**src/rtl/reg_wb_pkg.sv**
```systemverilog
// Shared types for the register-file write-back queue: request payload, grant id, width defaults.
// Pure declarations; no timing or flow control of its own.
package reg_wb_pkg;

    localparam int WB_PW        = 3;
    localparam int WB_AW        = WB_PW + 1;
    localparam int WB_DW        = 8;
    localparam int WB_DEPTH_DEF = 4;

    typedef struct packed {
        logic [WB_AW-1:0] addr;
        logic [WB_DW-1:0] data;
    } wb_req_t;

    typedef enum logic {
        GNT_A = 1'b0,
        GNT_B = 1'b1
    } grant_t;

    function automatic logic addr_hit(input wb_req_t ent, input logic [WB_AW-1:0] addr);
        return ent.addr == addr;
    endfunction

endpackage

```
**src/rtl/reg_wb_queue_fifo.sv**
```systemverilog
// In-order storage of write-back requests; head visible the cycle after push, one push+pop per cycle.
// A push into a full queue is accepted only alongside a pop; entries are exposed oldest-first.
module wb_fifo
    import reg_wb_pkg::*;
#(
    parameter  int DEPTH = WB_DEPTH_DEF,
    localparam int PTRW  = $clog2(DEPTH),
    localparam int CNTW  = PTRW + 1
) (
    input  logic                   clk,
    input  logic                   rst_n,
    input  logic                   i_push,
    input  wb_req_t                i_dat,
    input  logic                   i_pop,
    output wb_req_t                o_head,
    output logic [CNTW-1:0]        o_count,
    output logic                   o_full,
    output logic                   o_empty,
    output wb_req_t [DEPTH-1:0]    o_ent,
    output logic    [DEPTH-1:0]    o_ent_vld
);

    wb_req_t [DEPTH-1:0] r_mem;
    logic [PTRW-1:0]     r_wptr;
    logic [PTRW-1:0]     r_rptr;
    logic [CNTW-1:0]     r_count;
    logic                w_do_pop;
    logic                w_do_push;

    assign o_count   = r_count;
    assign o_full    = (r_count == CNTW'(DEPTH));
    assign o_empty   = (r_count == '0);
    assign w_do_pop  = i_pop & ~o_empty;
    assign w_do_push = i_push & (~o_full | w_do_pop);
    assign o_head    = o_empty ? '0 : r_mem[r_rptr];

    // Pointers wrap naturally because DEPTH is a power of two; count disambiguates full/empty.
    always_ff @(posedge clk or negedge rst_n) begin
        if (!rst_n) begin
            r_wptr  <= '0;
            r_rptr  <= '0;
            r_count <= '0;
        end else begin
            if (w_do_push) r_wptr <= r_wptr + 1'b1;
            if (w_do_pop)  r_rptr <= r_rptr + 1'b1;
            case ({w_do_push, w_do_pop})
                2'b10:   r_count <= r_count + 1'b1;
                2'b01:   r_count <= r_count - 1'b1;
                default: r_count <= r_count;
            endcase
        end
    end

    always_ff @(posedge clk) begin
        if (w_do_push) r_mem[r_wptr] <= i_dat;
    end

    always_comb begin
        o_ent     = '0;
        o_ent_vld = '0;
        for (int k = 0; k < DEPTH; k++) begin
            o_ent[k]     = r_mem[r_rptr + PTRW'(k)];
            o_ent_vld[k] = (CNTW'(k) < r_count);
        end
    end

endmodule

```
**src/rtl/reg_wb_queue.sv**
```systemverilog
// Round-robin write-back scheduler A/B -> register file write port; optional forwarding under WB_BYPASS_EN.
// Accepted write reaches rf_* one cycle later; requesters stall while full unless the head drains that cycle.
module reg_wb_queue
    import reg_wb_pkg::*;
#(
    parameter  int PW    = WB_PW,
    parameter  int DW    = WB_DW,
    parameter  int DEPTH = WB_DEPTH_DEF,
    localparam int CNTW  = $clog2(DEPTH) + 1
) (
    input  logic            clk,
    input  logic            rst_n,
    input  logic            i_a_valid,
    input  logic [PW:0]     i_a_addr,
    input  logic [DW-1:0]   i_a_data,
    output logic            o_a_ready,
    input  logic            i_b_valid,
    input  logic [PW:0]     i_b_addr,
    input  logic [DW-1:0]   i_b_data,
    output logic            o_b_ready,
    input  logic            i_drain_en,
    output logic            o_rf_wr_en,
    output logic [PW:0]     o_rf_wr_addr,
    output logic [DW-1:0]   o_rf_dat_in,
    input  logic [PW:0]     i_rd_addr_a,
    input  logic [PW:0]     i_rd_addr_b,
    output logic            o_haz_a,
    output logic            o_haz_b,
    output logic [CNTW-1:0] o_count,
    output logic            o_full,
    output logic            o_empty
`ifdef WB_BYPASS_EN
    ,
    output logic            o_fwd_a_valid,
    output logic [DW-1:0]   o_fwd_a_data,
    output logic            o_fwd_b_valid,
    output logic [DW-1:0]   o_fwd_b_data
`endif
);

    grant_t              r_last;
    logic                w_pop;
    logic                w_can_push;
    logic                w_gnt_a;
    logic                w_gnt_b;
    logic                w_push;
    wb_req_t             w_push_dat;
    wb_req_t             w_head;
    wb_req_t [DEPTH-1:0] w_ent;
    logic    [DEPTH-1:0] w_ent_vld;
    logic                w_full;
    logic                w_empty;

    assign w_pop      = i_drain_en & ~w_empty;
    // Gating with rst_n keeps ready low while reset holds the queue, so no handshake is lost.
    assign w_can_push = rst_n & (~w_full | w_pop);
    assign w_gnt_a    = i_a_valid & (~i_b_valid | (r_last == GNT_B));
    assign w_gnt_b    = i_b_valid & (~i_a_valid | (r_last == GNT_A));
    assign w_push     = w_can_push & (w_gnt_a | w_gnt_b);
    assign o_a_ready  = w_can_push & w_gnt_a;
    assign o_b_ready  = w_can_push & w_gnt_b;
    assign w_push_dat = w_gnt_a ? wb_req_t'{addr: i_a_addr, data: i_a_data}
                                : wb_req_t'{addr: i_b_addr, data: i_b_data};

    always_ff @(posedge clk or negedge rst_n) begin
        if (!rst_n) begin
            r_last <= GNT_B;
        end else if (w_push) begin
            r_last <= w_gnt_a ? GNT_A : GNT_B;
        end
    end

    wb_fifo #(
        .DEPTH (DEPTH)
    ) u_fifo (
        .clk       (clk),
        .rst_n     (rst_n),
        .i_push    (w_push),
        .i_dat     (w_push_dat),
        .i_pop     (w_pop),
        .o_head    (w_head),
        .o_count   (o_count),
        .o_full    (w_full),
        .o_empty   (w_empty),
        .o_ent     (w_ent),
        .o_ent_vld (w_ent_vld)
    );

    assign o_full       = w_full;
    assign o_empty      = w_empty;
    assign o_rf_wr_en   = w_pop;
    assign o_rf_wr_addr = w_head.addr;
    assign o_rf_dat_in  = w_head.data;

    always_comb begin
        o_haz_a = 1'b0;
        o_haz_b = 1'b0;
        for (int k = 0; k < DEPTH; k++) begin
            o_haz_a = o_haz_a | (w_ent_vld[k] & addr_hit(w_ent[k], i_rd_addr_a));
            o_haz_b = o_haz_b | (w_ent_vld[k] & addr_hit(w_ent[k], i_rd_addr_b));
        end
    end

`ifdef WB_BYPASS_EN
    // Entries are scanned oldest to youngest so the last match (youngest) wins.
    always_comb begin
        o_fwd_a_data = '0;
        o_fwd_b_data = '0;
        for (int k = 0; k < DEPTH; k++) begin
            if (w_ent_vld[k] && addr_hit(w_ent[k], i_rd_addr_a)) o_fwd_a_data = w_ent[k].data;
            if (w_ent_vld[k] && addr_hit(w_ent[k], i_rd_addr_b)) o_fwd_b_data = w_ent[k].data;
        end
    end

    assign o_fwd_a_valid = o_haz_a;
    assign o_fwd_b_valid = o_haz_b;
`endif

endmodule

```
**config.mk**
```make
export PLATFORM = sky130hd
export DESIGN_NAME = reg_wb_queue
export DESIGN_NICKNAME = d
export VERILOG_FILES = /design/src/rtl/reg_wb_pkg.sv /design/src/rtl/reg_wb_queue_fifo.sv /design/src/rtl/reg_wb_queue.sv
export SDC_FILE = /design/constraint.sdc
export NUM_CORES = 1
export LEC_CHECK = 0
export ABC_AREA = 0
export BUFFER_PORTS_ARGS = -buffer_cell sky130_fd_sc_hd__buf_2
export CAP_MARGIN = 30
export CORE_ASPECT_RATIO = 0.7
export CORE_MARGIN = 2
export CORE_UTILIZATION = 24
export CTS_CLUSTER_DIAMETER = 80
export CTS_CLUSTER_SIZE = 14
export DETAILED_ROUTE_END_ITERATION = 8
export GPL_TIMING_DRIVEN = 0
export SLEW_MARGIN = 20
export SYNTH_ARGS = -nofsm -noshare
export SYNTH_HDL_FRONTEND = slang
export SYNTH_HIERARCHICAL = 1
export SYNTH_SLANG_ARGS = --single-unit
```
**constraint.sdc**
```tcl
create_clock -name clk -period 2.75 [get_ports clk]
set_clock_uncertainty 0.05 [all_clocks]
set_input_delay 0.275 -clock clk [delete_from_list [all_inputs] [get_ports clk]]
set_output_delay 0.275 -clock clk [all_outputs]
set_load 0.05 [all_outputs]
```
==> out/qor.csv, run 1 <==
stage,metric,value,unit
floorplan,Core Area,14010,sq um
grt,vias in the first global route,2271,
flow_run,max-cap check violation count,0,
sta,Final period util,97.83,%
sta,post-route setup slack,59.77,ps
route,Post-DRT Antenna Nets,0,
cells_and_area,"Cell Count, Final, Fillers Out",527,
sta,post-route minimum period,2690,ps
clock_tree,Clock transition at path regs,70,ps
route,final WL,7.760,mm
clock_tree,Sink Count,56,
clock_tree,Worst-Skew Late Latency,290,ps
clock_tree,Longest Clk Path Bufs,2,
grt,initial antenna violation count,0,
sta,Fmax,371.7,MHz
worst_setup_path,most frequent CP cell,buf_6,
route,DR vias/cell,4.093,
power_and_ir_drop,Reg power frac,23.6,%
logic_synthesis,mapped cell area,3468,sq um
worst_setup_path,crit start category,flop,
floorplan,DIE AREA,15440,sq um
place,IO Port Bufs,57,
logic_synthesis,Syn Nets,310,
cells_and_area,share of cells above drive strength 1,47.77,%
worst_setup_path,slowest CP cell,dfrtp_1,
grt,met1 Use GR,14.33,%
floorplan,cell row count,36,
route,via count,2157,
power_and_ir_drop,peak supply drop,471.0,uV
worst_setup_path,Reg2Reg Depth,14,
sta,Final Hold Fails,0,
floorplan,I/O pin count,59,
sta,slew margin rel.,76.27,%
sta,max-slew violation count,0,
grt,met3 usage,2.489,%
power_and_ir_drop,Logic pwr share,64.5,%
floorplan,Die Y,104.6,microns
cells_and_area,synth-to-layout area growth,25.11,%
cells_and_area,final instance area,4339,sq um
power_and_ir_drop,Switching Share,45.10,%
route,DR WL/cell,14.72,microns
power_and_ir_drop,internal power,2.873,mW
route,Iter 0 DRT Violations,119,
grt,GR Overflow Total,0,
power_and_ir_drop,Leak,1.742,nW
place,Routability Congestion,0.8366,
worst_setup_path,max incr delay on CP,380,ps
grt,GRT Resource Usage Total,10.18,%
clock_tree,TritonCTS clock tree,done,
place,HPWL Detailed,5.847,mm
sta,Slew @ Worst Pin,352.8,ps
clock_tree,H-tree levels,2,
hold_path,worst hold path depth,2,
worst_setup_path,CP Cell Sequence,buf_6 -> buf_12 -> buf_6 -> buf_8 -> mux2i_4 -> a21oi_1 -> xor2_1 -> nor3_1 -> nand3_1 -> nand4_1 -> buf_6,
status,outcome,"finished, final reports clean",
logic_synthesis,Mapped Cells,264,
worst_setup_path,CP Capture Type,output pin,
power_and_ir_drop,sw power,2.360,mW
cells_and_area,# diodes,0,
route,Pre-antenna DRT Iters,4,
worst_setup_path,Crit path required time,2420,ps
sta,# setup viols final,0,
grt,largest net degree at the start of global routing,18,
worst_setup_path,crit path kind,flop to output pin,
logic_synthesis,Synth Area per Inst,13.14,sq um
sta,RSZ-0062 raised after global routing,true,
logic_synthesis,Yosys warnings,6,
grt,met2 usage,16.08,%
floorplan,Starting Density,24.76,%
place,placed inst area,4014,sq um
grt,Top Usage Layer GRT,met2,
floorplan,Horiz. Die Dim,147.7,microns
grt,first-pass GRT wire length,12.20,mm
cells_and_area,layout net count,382,
power_and_ir_drop,clock power share,12.0,%
place,placed insts,511,
power_and_ir_drop,Pwr Density,1206,nW/um^2
clock_tree,total CTS buffers,5,
place,pre-CTS setup slack,-167.0,ps
clock_tree,Root Driver,clkbuf_16,
worst_setup_path,Worst EP arrival,2370,ps
worst_setup_path,critical-path maximum fanout,6,
route,residual DRC count,0,
hold_path,HP Class,input port to flop,
-- what timing repair did --
item,in CTS,in global routing
resized for setup,14,17
cloned,0,0
setup buffers,3,4
pin swaps,0,6
endpoints found under the hold margin,7,0
setup endpoints to repair,54,54
hold buffers,1,0
-- state kept, by name, summed over array words and instances, names as in the netlist --
name / cells
u_fifo/r_wptr: 2
u_fifo/o_count: 3
r_last: 1
u_fifo/r_mem: 48
u_fifo/r_rptr: 2
-- final timing paths --
kind	end	start	slack, ps
min in group asynchronous	u_fifo/r_wptr[1]$_DFFE_PN0P_	rst_n	320
min reg2reg	u_fifo/o_count[0]$_DFFE_PN0P_	u_fifo/o_count[0]$_DFFE_PN0P_	480
max in group asynchronous	r_last$_DFFE_PN1P_	rst_n	2080
max	o_haz_b	u_fifo/r_rptr[1]$_DFFE_PN0P_	60
max reg2reg	u_fifo/o_count[2]$_DFFE_PN0P_	u_fifo/o_count[0]$_DFFE_PN0P_	240
min	u_fifo/r_mem[41]$_DFFE_PP_	i_a_data[5]	270
-- metrics by stage --
step           hold slack, ps  setup TNS (ps)  util [%]  power [mW]
2_1_floorplan          -70.59               0         -       3.710
3_3_place_gp            94.69           -6783     28.65       4.353
3_5_place_dp            98.69           -7976     28.65       4.379
4_1_cts                 262.7               0     30.23       5.132
5_1_grt                 266.2          -19.29     30.98       5.541
6_report                265.7               0     30.98       5.232
-- power by group through the flow --
stage	Sequential, mW	Combinational, mW	Clock (mW)
2_1_floorplan	1.30	2.41	0
5_1_grt	1.26	3.62	0.666
4_1_cts	1.23	3.27	0.634
3_3_place_gp	1.24	3.12	0
3_5_place_dp	1.25	3.13	0
6_report	1.23	3.37	0.626
-- final cells by class --
cell class	count	area, sq um
fill	1414	9669
multi-input combinational	180	1733
sequential	56	1645
timing repair buffer	65	360.3
tap	190	237.7
buffer	17	165.2
clock buffer	6	128.9
inverter	11	52.55
clock inverter	2	16.27
-- critical path: cells and delay by family, from the launching register on --
| kind | cells | cell delay (ps) |
|---|---|---|
| compound gates | 1 | 260 |
| xor+xnor | 1 | 140 |
| buf+inv | 5 | 710 |
| flops | 1 | 380 |
| mux | 1 | 190 |
| simple gates | 3 | 390 |
-- metal layers --
layer  routed length (microns)  part of all wire, %
met5                         0                    0
met2                      3450                   44
met1                      3977                   51
met4                        44                 0.57
met3                       287                  3.7
-- cell usage in the layout, fill, tap and decap left out, types with 2 or more instances in the layout --
cell        instances
mux2i_2             3
xnor2_1            14
buf_2              59
xor2_1             24
and2_1             13
mux2i_4             3
clkbuf_16           5
nor3_2              2
a21oi_2             2
edfxtp_1           48
clkinvlp_4          2
mux2i_1             5
clkbuf_1            4
nor2_1              9
nand3_1            10
dfrtp_2             2
nand4_1             2
buf_12              3
inv_1               7
dfrtp_1             5
ha_1                9
nor3_1              6
nand2_1             4
a211oi_1            2
nor2b_1             2
mux2_2             16
a21oi_1             7
buf_6               4
and2_4              3
buf_4               9
a21boi_0            2
mux2_4             30
o21ai_0             2
clkinv_4            2
mux4_2              2
(Power assumes the default switching activity.)
==> inputs of run 2 (changes only) <==
--- a/config.mk
+++ b/config.mk
@@ -15,6 +15,7 @@
 export CTS_CLUSTER_SIZE = 14
 export DETAILED_ROUTE_END_ITERATION = 8
 export GPL_TIMING_DRIVEN = 0
+export PLACE_DENSITY = 0.52
 export SLEW_MARGIN = 20
 export SYNTH_ARGS = -nofsm -noshare
 export SYNTH_HDL_FRONTEND = slang
==> constraint.sdc (replaced) <==
create_clock -name clk -period 3.4 [get_ports clk]
set_clock_uncertainty 0.05 [all_clocks]
set_input_delay 0.34 -clock clk [delete_from_list [all_inputs] [get_ports clk]]
set_output_delay 0.34 -clock clk [all_outputs]
set_load 0.05 [all_outputs]
==> run 2 against run 1 <==
Compared with the run above: utilization fell by 1.4 points; clock power is 22% lower; cell area is 4.4% lower; worst hold slack better by 61 ps; critical path depth stayed put; critical path type is now flop to flop; critical endpoint is now u_fifo/r_mem[26]$_DFFE_PP_.
==> out/qor.csv, run 2 (same netlist as run 1, synthesis figures left out) <==
stage,metric,value,unit,change
hold_path,hold wc startpoint,i_b_data[4],,
route,via count,2132,,-1.2%
worst_setup_path,CP Launch Point,u_fifo/o_count[0]$_DFFE_PN0P_,,
worst_setup_path,r2r setup slk,440,ps,+200 ps
cells_and_area,most frequent cells in the layout,"62 x buf_2, 48 x edfxtp_1, 30 x mux2_4, 24 x xor2_1, 16 x mux2_2",,
power_and_ir_drop,peak supply drop,282.2,uV,-40%
floorplan,I/O pin count,59,,unchanged
route,final WL,7.587,mm,-2.2%
grt,vias in the first global route,2227,,-1.9%
clock_tree,H-tree levels,2,,unchanged
cells_and_area,final instance area,4148,sq um,-4.4%
sta,post-route minimum period,2963,ps,
grt,met1 Use GR,14.95,%,+0.62 points
hold_path,worst hold endpoint,u_fifo/r_mem[4]$_DFFE_PP_,,
grt,Top Usage Layer GRT,met2,,
floorplan,DIE AREA,15440,sq um,unchanged
floorplan,Core Area,14010,sq um,unchanged
place,IO Port Bufs,57,,unchanged
worst_setup_path,Crit path required time,3300,ps,+880 ps
grt,GRT Resource Usage Total,10.19,%,+0.017 points
worst_setup_path,crit start category,flop,,
cells_and_area,layout net count,375,,-1.8%
grt,first-pass GRT wire length,11.96,mm,-1.9%
worst_setup_path,worst r2r dst,u_fifo/r_mem[26]$_DFFE_PP_,,
clock_tree,total CTS buffers,5,,unchanged
cells_and_area,Top reg by flops,u_fifo/r_mem,,
cells_and_area,"most common cell after layout, fill and taps aside",buf_2,,
sta,Final Hold Fails,0,,unchanged
power_and_ir_drop,Tot Pwr,3.972,mW,-24%
clock_tree,setup repair bufs after CTS,0,,-3
clock_tree,Worst-Skew Late Latency,290,ps,about the same
sta,RSZ-0062 raised after global routing,false,,
cells_and_area,max FFs per register,48,,unchanged
clock_tree,Sink Count,56,,unchanged
power_and_ir_drop,Leak,1.704,nW,-2.2%
grt,met2 usage,15.25,%,-0.83 points
sta,Fmax,337.5,MHz,
worst_setup_path,reg2reg start,u_fifo/o_count[0]$_DFFE_PN0P_,,
grt,largest net degree at the start of global routing,17,,-1
place,placed inst area,3991,sq um,-0.56%
place,HPWL Detailed,5.727,mm,-2.1%
sta,Final period util,87.15,%,
grt,initial antenna violation count,0,,unchanged
clock_tree,TritonCTS clock tree,done,,
route,DR vias/cell,4.100,,+0.17%
sta,slew margin rel.,76.28,%,about the same
floorplan,Starting Density,24.76,%,unchanged
hold_path,worst hold path depth,2,,unchanged
sta,max-slew violation count,0,,unchanged
sta,Slew @ Worst Pin,346.0,ps,-6.856 ps
grt,met3 usage,2.314,%,-0.17 points
cells_and_area,synth-to-layout area growth,19.59,%,
place,Routability Congestion,0.8962,,+7.1%
clock_tree,Clock transition at path regs,70,ps,about the same
cells_and_area,share of cells above drive strength 1,41.34,%,-6.4 points
worst_setup_path,critical-path maximum fanout,12,,+6
route,Pre-antenna DRT Iters,4,,unchanged
cells_and_area,"Cell Count, Final, Fillers Out",520,,-1.3%
place,placed insts,511,,unchanged
clock_tree,Root Driver,clkbuf_16,,
route,DR WL/cell,14.59,microns,-0.91%
grt,GR Overflow Total,0,,unchanged
worst_setup_path,CP Capture Type,flop,,
status,outcome,"finished, final reports clean",,
sta,post-route setup slack,437.0,ps,+377.2 ps
cells_and_area,final core occ,29.61,%,-1.4 points
power_and_ir_drop,Pwr Density,957.5,nW/um^2,-21%
worst_setup_path,crit path kind,flop to flop,,
sta,final hold slack,326.3,ps,+60.56 ps
sta,final setup TNS,0,ps,unchanged
floorplan,cell row count,36,,unchanged
sta,# setup viols final,0,,unchanged
place,pre-CTS setup slack,-176.1,ps,-9.078 ps
flow_run,max-cap check violation count,0,,unchanged
floorplan,Die Y,104.6,microns,unchanged
worst_setup_path,Worst EP arrival,2860,ps,+490 ps
clock_tree,Longest Clk Path Bufs,2,,unchanged
hold_path,HP Class,input port to flop,,
route,residual DRC count,0,,unchanged
floorplan,Horiz. Die Dim,147.7,microns,unchanged
route,Post-DRT Antenna Nets,0,,unchanged
route,Iter 0 DRT Violations,101,,-15%
worst_setup_path,Reg2Reg Depth,11,,-3
[run 2: timing repair]
item                                   4_1_cts  5_1_grt
setup endpoints to repair                   48       36
gates resized for setup                      2        3
hold buffers                                 1        0
endpoints found under the hold margin        7        0
[run 2: worst max path at each step]
stage	to	slack, ps	cells after the start
3_5_place_dp	u_fifo/r_mem[17]$_DFFE_PP_	-180	11
3_3_place_gp	u_fifo/r_mem[41]$_DFFE_PP_	-120	11
4_1_cts	u_fifo/r_mem[2]$_DFFE_PP_	100	11
2_1_floorplan	u_fifo/r_mem[0]$_DFFE_PP_	60	9
5_1_grt	u_fifo/o_count[2]$_DFFE_PN0P_	60	14
6_report	u_fifo/r_mem[26]$_DFFE_PP_	440	11
[run 2: power breakdown]
group	leakage, nW	internal, mW	switching, mW
sequential	0.530	0.917	0.0698
clock	0.0657	0.267	0.218
combinational	1.11	0.966	1.53
[run 2: layer usage]
| layer | routed length [microns] | vias up |
|---|---|---|
| li1 | - | 1062 |
| met1 | 3876 | 1004 |
| met2 | 3252 | 60 |
| met3 | 406 | 6 |
| met4 | 52 | 0 |
| met5 | 0 | - |
[run 2: critical path, stage by stage, from the launching register on]
cell and delay [ps]:
dfrtp_1 440, inv_1 120, ha_1 220, nand2b_1 200
clkbuf_2 340, inv_1 90, nand2b_1 180, nand2_1 70
nand2_1 80, nor2_1 140, o21a_1 250, and2_2 430
[run 2: area by class of cell]
| cell class | count | area [sq um] |
|---|---|---|
| multi-input cells | 180 | 1649 |
| diodes | 1 | 2.502 |
| clock inverters | 2 | 12.51 |
| repair buffers | 58 | 295.3 |
| plain buffers | 17 | 141.4 |
| clock buffers | 5 | 125.1 |
| inverters | 11 | 41.29 |
| well taps | 190 | 237.7 |
| flip-flops and latches | 56 | 1643 |
| fillers | 1445 | 9861 |
==> inputs of run 3 (changes only) <==
--- a/config.mk
+++ b/config.mk
@@ -15,7 +15,7 @@
 export CTS_CLUSTER_SIZE = 14
 export DETAILED_ROUTE_END_ITERATION = 8
 export GPL_TIMING_DRIVEN = 0
-export PLACE_DENSITY = 0.52
+export PLACE_DENSITY = 0.37
 export SLEW_MARGIN = 20
 export SYNTH_ARGS = -nofsm -noshare
 export SYNTH_HDL_FRONTEND = slang
==> run 3 against run 2 <==
Compared with the run above: combinational power up 2%; critical endpoint is now o_haz_b; routed wire length up 9.6%; sequential power about the same; critical path depth unchanged; count of clock-buffer cells in the layout up 1; setup slack worse by 69 ps; register-to-register slack worse by 60 ps; worst hold slack better by 4.9 ps.
==> out/qor.csv, run 3 (same netlist as run 1, synthesis figures left out) <==
stage,metric,value,unit,change
cells_and_area,layout net count,375,,unchanged
power_and_ir_drop,peak supply drop,316.6,uV,+12%
power_and_ir_drop,Switching Share,45.51,%,-0.34 points
flow_run,max-cap check violation count,0,,unchanged
cells_and_area,Top reg by flops,u_fifo/r_mem,,
worst_setup_path,crit start category,flop,,
sta,max-slew violation count,0,,unchanged
route,Post-DRT Antenna Nets,0,,unchanged
sta,# setup viols final,0,,unchanged
worst_setup_path,max incr delay on CP,350,ps,-90 ps
hold_path,HP Class,input port to flop,,
worst_setup_path,slowest CP cell,dfrtp_1,,
cells_and_area,area of the multi-input gates,1649,sq um,unchanged
worst_setup_path,Crit path required time,3010,ps,-290 ps
cells_and_area,"most common cell after layout, fill and taps aside",buf_2,,
floorplan,Core Area,14010,sq um,unchanged
power_and_ir_drop,sw power,1.864,mW,+2.4%
power_and_ir_drop,internal power,2.232,mW,+3.8%
clock_tree,setup repair bufs after CTS,0,,unchanged
status,outcome,"finished, final reports clean",,
worst_setup_path,CP Capture Type,output pin,,
worst_setup_path,critical-path maximum fanout,10,,-2
clock_tree,Worst-Skew Late Latency,290,ps,about the same
power_and_ir_drop,Tot Pwr,4.097,mW,+3.1%
worst_setup_path,Worst EP arrival,2640,ps,-220 ps
clock_tree,Root Driver,clkbuf_16,,
route,Iter 0 DRT Violations,96,,-5.0%
cells_and_area,most frequent cells in the layout,"62 x buf_2, 48 x edfxtp_1, 30 x mux2_4, 24 x xor2_1, 16 x mux2_2",,
clock_tree,Longest Clk Path Bufs,2,,unchanged
power_and_ir_drop,clock power share,13.9,%,+1.7 points
clock_tree,TritonCTS clock tree,done,,
clock_tree,Clock transition at path regs,70,ps,about the same
floorplan,Die Y,104.6,microns,unchanged
cells_and_area,Reg area,1643,sq um,unchanged
sta,Final Hold Fails,0,,unchanged
cells_and_area,fill count,1431,,-0.97%
cells_and_area,# diodes,0,,-1
grt,GRT Resource Usage Total,11.15,%,+0.95 points
grt,first-pass GRT wire length,12.90,mm,+7.8%
place,Routability Congestion,0.7733,,-14%
sta,RSZ-0062 raised after global routing,false,,
route,DR vias/cell,4.121,,+0.52%
place,HPWL Detailed,6.291,mm,+9.8%
floorplan,cell row count,36,,unchanged
place,IO Port Bufs,57,,unchanged
cells_and_area,"Cell Count, Final, Fillers Out",520,,unchanged
floorplan,Horiz. Die Dim,147.7,microns,unchanged
route,DR WL/cell,15.98,microns,+9.6%
power_and_ir_drop,Logic pwr share,62.0,%,-0.9 points
sta,Slew @ Worst Pin,448.6,ps,+102.7 ps
power_and_ir_drop,Reg power frac,24.1,%,-0.7 points
sta,slew margin rel.,69.82,%,-6.5 points
floorplan,DIE AREA,15440,sq um,unchanged
route,via count,2143,,+0.52%
grt,initial antenna violation count,0,,unchanged
sta,post-route minimum period,3032,ps,+69.06 ps
floorplan,I/O pin count,59,,unchanged
route,Pre-antenna DRT Iters,4,,unchanged
route,final WL,8.312,mm,+9.6%
power_and_ir_drop,Leak,1.719,nW,+0.89%
floorplan,Starting Density,24.76,%,unchanged
cells_and_area,max FFs per register,48,,unchanged
worst_setup_path,CP Cell Sequence,buf_6 -> buf_8 -> buf_4 -> buf_6 -> mux2i_1 -> mux2i_1 -> xor2_1 -> nor3_1 -> nand3_1 -> nand4_1 -> buf_2,,
sta,Fmax,329.8,MHz,-2.3%
route,residual DRC count,0,,unchanged
cells_and_area,synth-to-layout area growth,20.27,%,
grt,largest net degree at the start of global routing,17,,unchanged
grt,vias in the first global route,2216,,-0.49%
place,placed insts,511,,unchanged
grt,GR Overflow Total,0,,unchanged
clock_tree,total CTS buffers,5,,unchanged
cells_and_area,share of cells above drive strength 1,41.21,%,-0.13 points
power_and_ir_drop,Pwr Density,982.0,nW/um^2,+2.6%
clock_tree,Sink Count,56,,unchanged
worst_setup_path,crit path kind,flop to output pin,,
sta,Final period util,89.18,%,+2.0 points
clock_tree,H-tree levels,2,,unchanged
==> run 3: worst paths after layout <==
path	from	depth (start not counted)	to	slack (ps)
max in group asynchronous	rst_n	2	r_last$_DFFE_PN1P_	2650
max	u_fifo/r_rptr[1]$_DFFE_PN0P_	11	o_haz_b	370
min reg2reg	u_fifo/o_count[1]$_DFFE_PN0P_	2	u_fifo/o_count[1]$_DFFE_PN0P_	500
min	i_b_data[6]	2	u_fifo/r_mem[42]$_DFFE_PP_	330
max reg2reg	u_fifo/o_count[0]$_DFFE_PN0P_	11	u_fifo/r_mem[16]$_DFFE_PP_	380
min in group asynchronous	rst_n	2	u_fifo/r_wptr[1]$_DFFE_PN0P_	390
==> run 3: routing by layer <==
layer  routed length, microns  track usage, %  share of wire (%)  vias to the layer above
met5                        0               0                  0                        -
met4                       38           1.854               0.46                        0
met3                      327           2.314                3.9                        4
met2                     3289           16.31                 40                       49
met1                     4656           17.04                 56                     1028
li1                         -               -                  -                     1062
==> run 3: critical path, delay by kind of cell, from the launching register on <==
family | cells | cell delay (ps)
muxes | 2 | 400
xor gates and xnor gates | 1 | 190
buffers and inverters | 5 | 900
and+or+nand+nor | 3 | 520
DFF | 1 | 350
==> run 3: what timing repair did <==
| action | 4_1_cts | 5_1_grt |
|---|---|---|
| endpoints found under the setup margin | 50 | 12 |
| gates resized for setup | 4 | 1 |
| endpoints found under the hold margin | 7 | 0 |
| hold buffers | 1 | 0 |
==> run 3: cell type report <==
class,instances,share of cell area (%)
multi-input cells,180,39.53
flip-flops and latches,56,39.38
repair buffers,58,7.079
well taps,190,5.699
plain buffers,17,3.389
clock buffers,6,3.089
inverters,11,0.9898
clock inverters,2,0.8398
==> run 3: power by group through the flow <==
| stage | Sequential [mW] | Clock, mW | Combinational, mW |
|---|---|---|---|
| floorplan | 1.05 | 0 | 1.93 |
| global placement | 1.00 | 0 | 2.57 |
| detailed placement | 1.01 | 0 | 2.56 |
| CTS | 0.991 | 0.592 | 2.58 |
| global route | 1.00 | 0.612 | 2.74 |
| finish | 0.988 | 0.567 | 2.54 |
==> run 3: metrics by stage <==
| step | TNS, ps | hold WS [ps] | cell area, sq um | worst slack [ps] | utilization [%] |
|---|---|---|---|---|---|
| after floorplan | 0 | -5.591 | 3468 | 55.59 | - |
| after global placement | -10600 | 172.2 | 3991 | -257.2 | 28.49 |
| after detailed placement | -13160 | 172.0 | 3991 | -315.3 | 28.49 |
| after CTS | 0 | 326.8 | 4170 | 88.47 | 29.77 |
| after global routing | 0 | 334.8 | 4172 | 60.47 | 29.78 |
| final | 0 | 331.1 | 4172 | 367.9 | 29.78 |
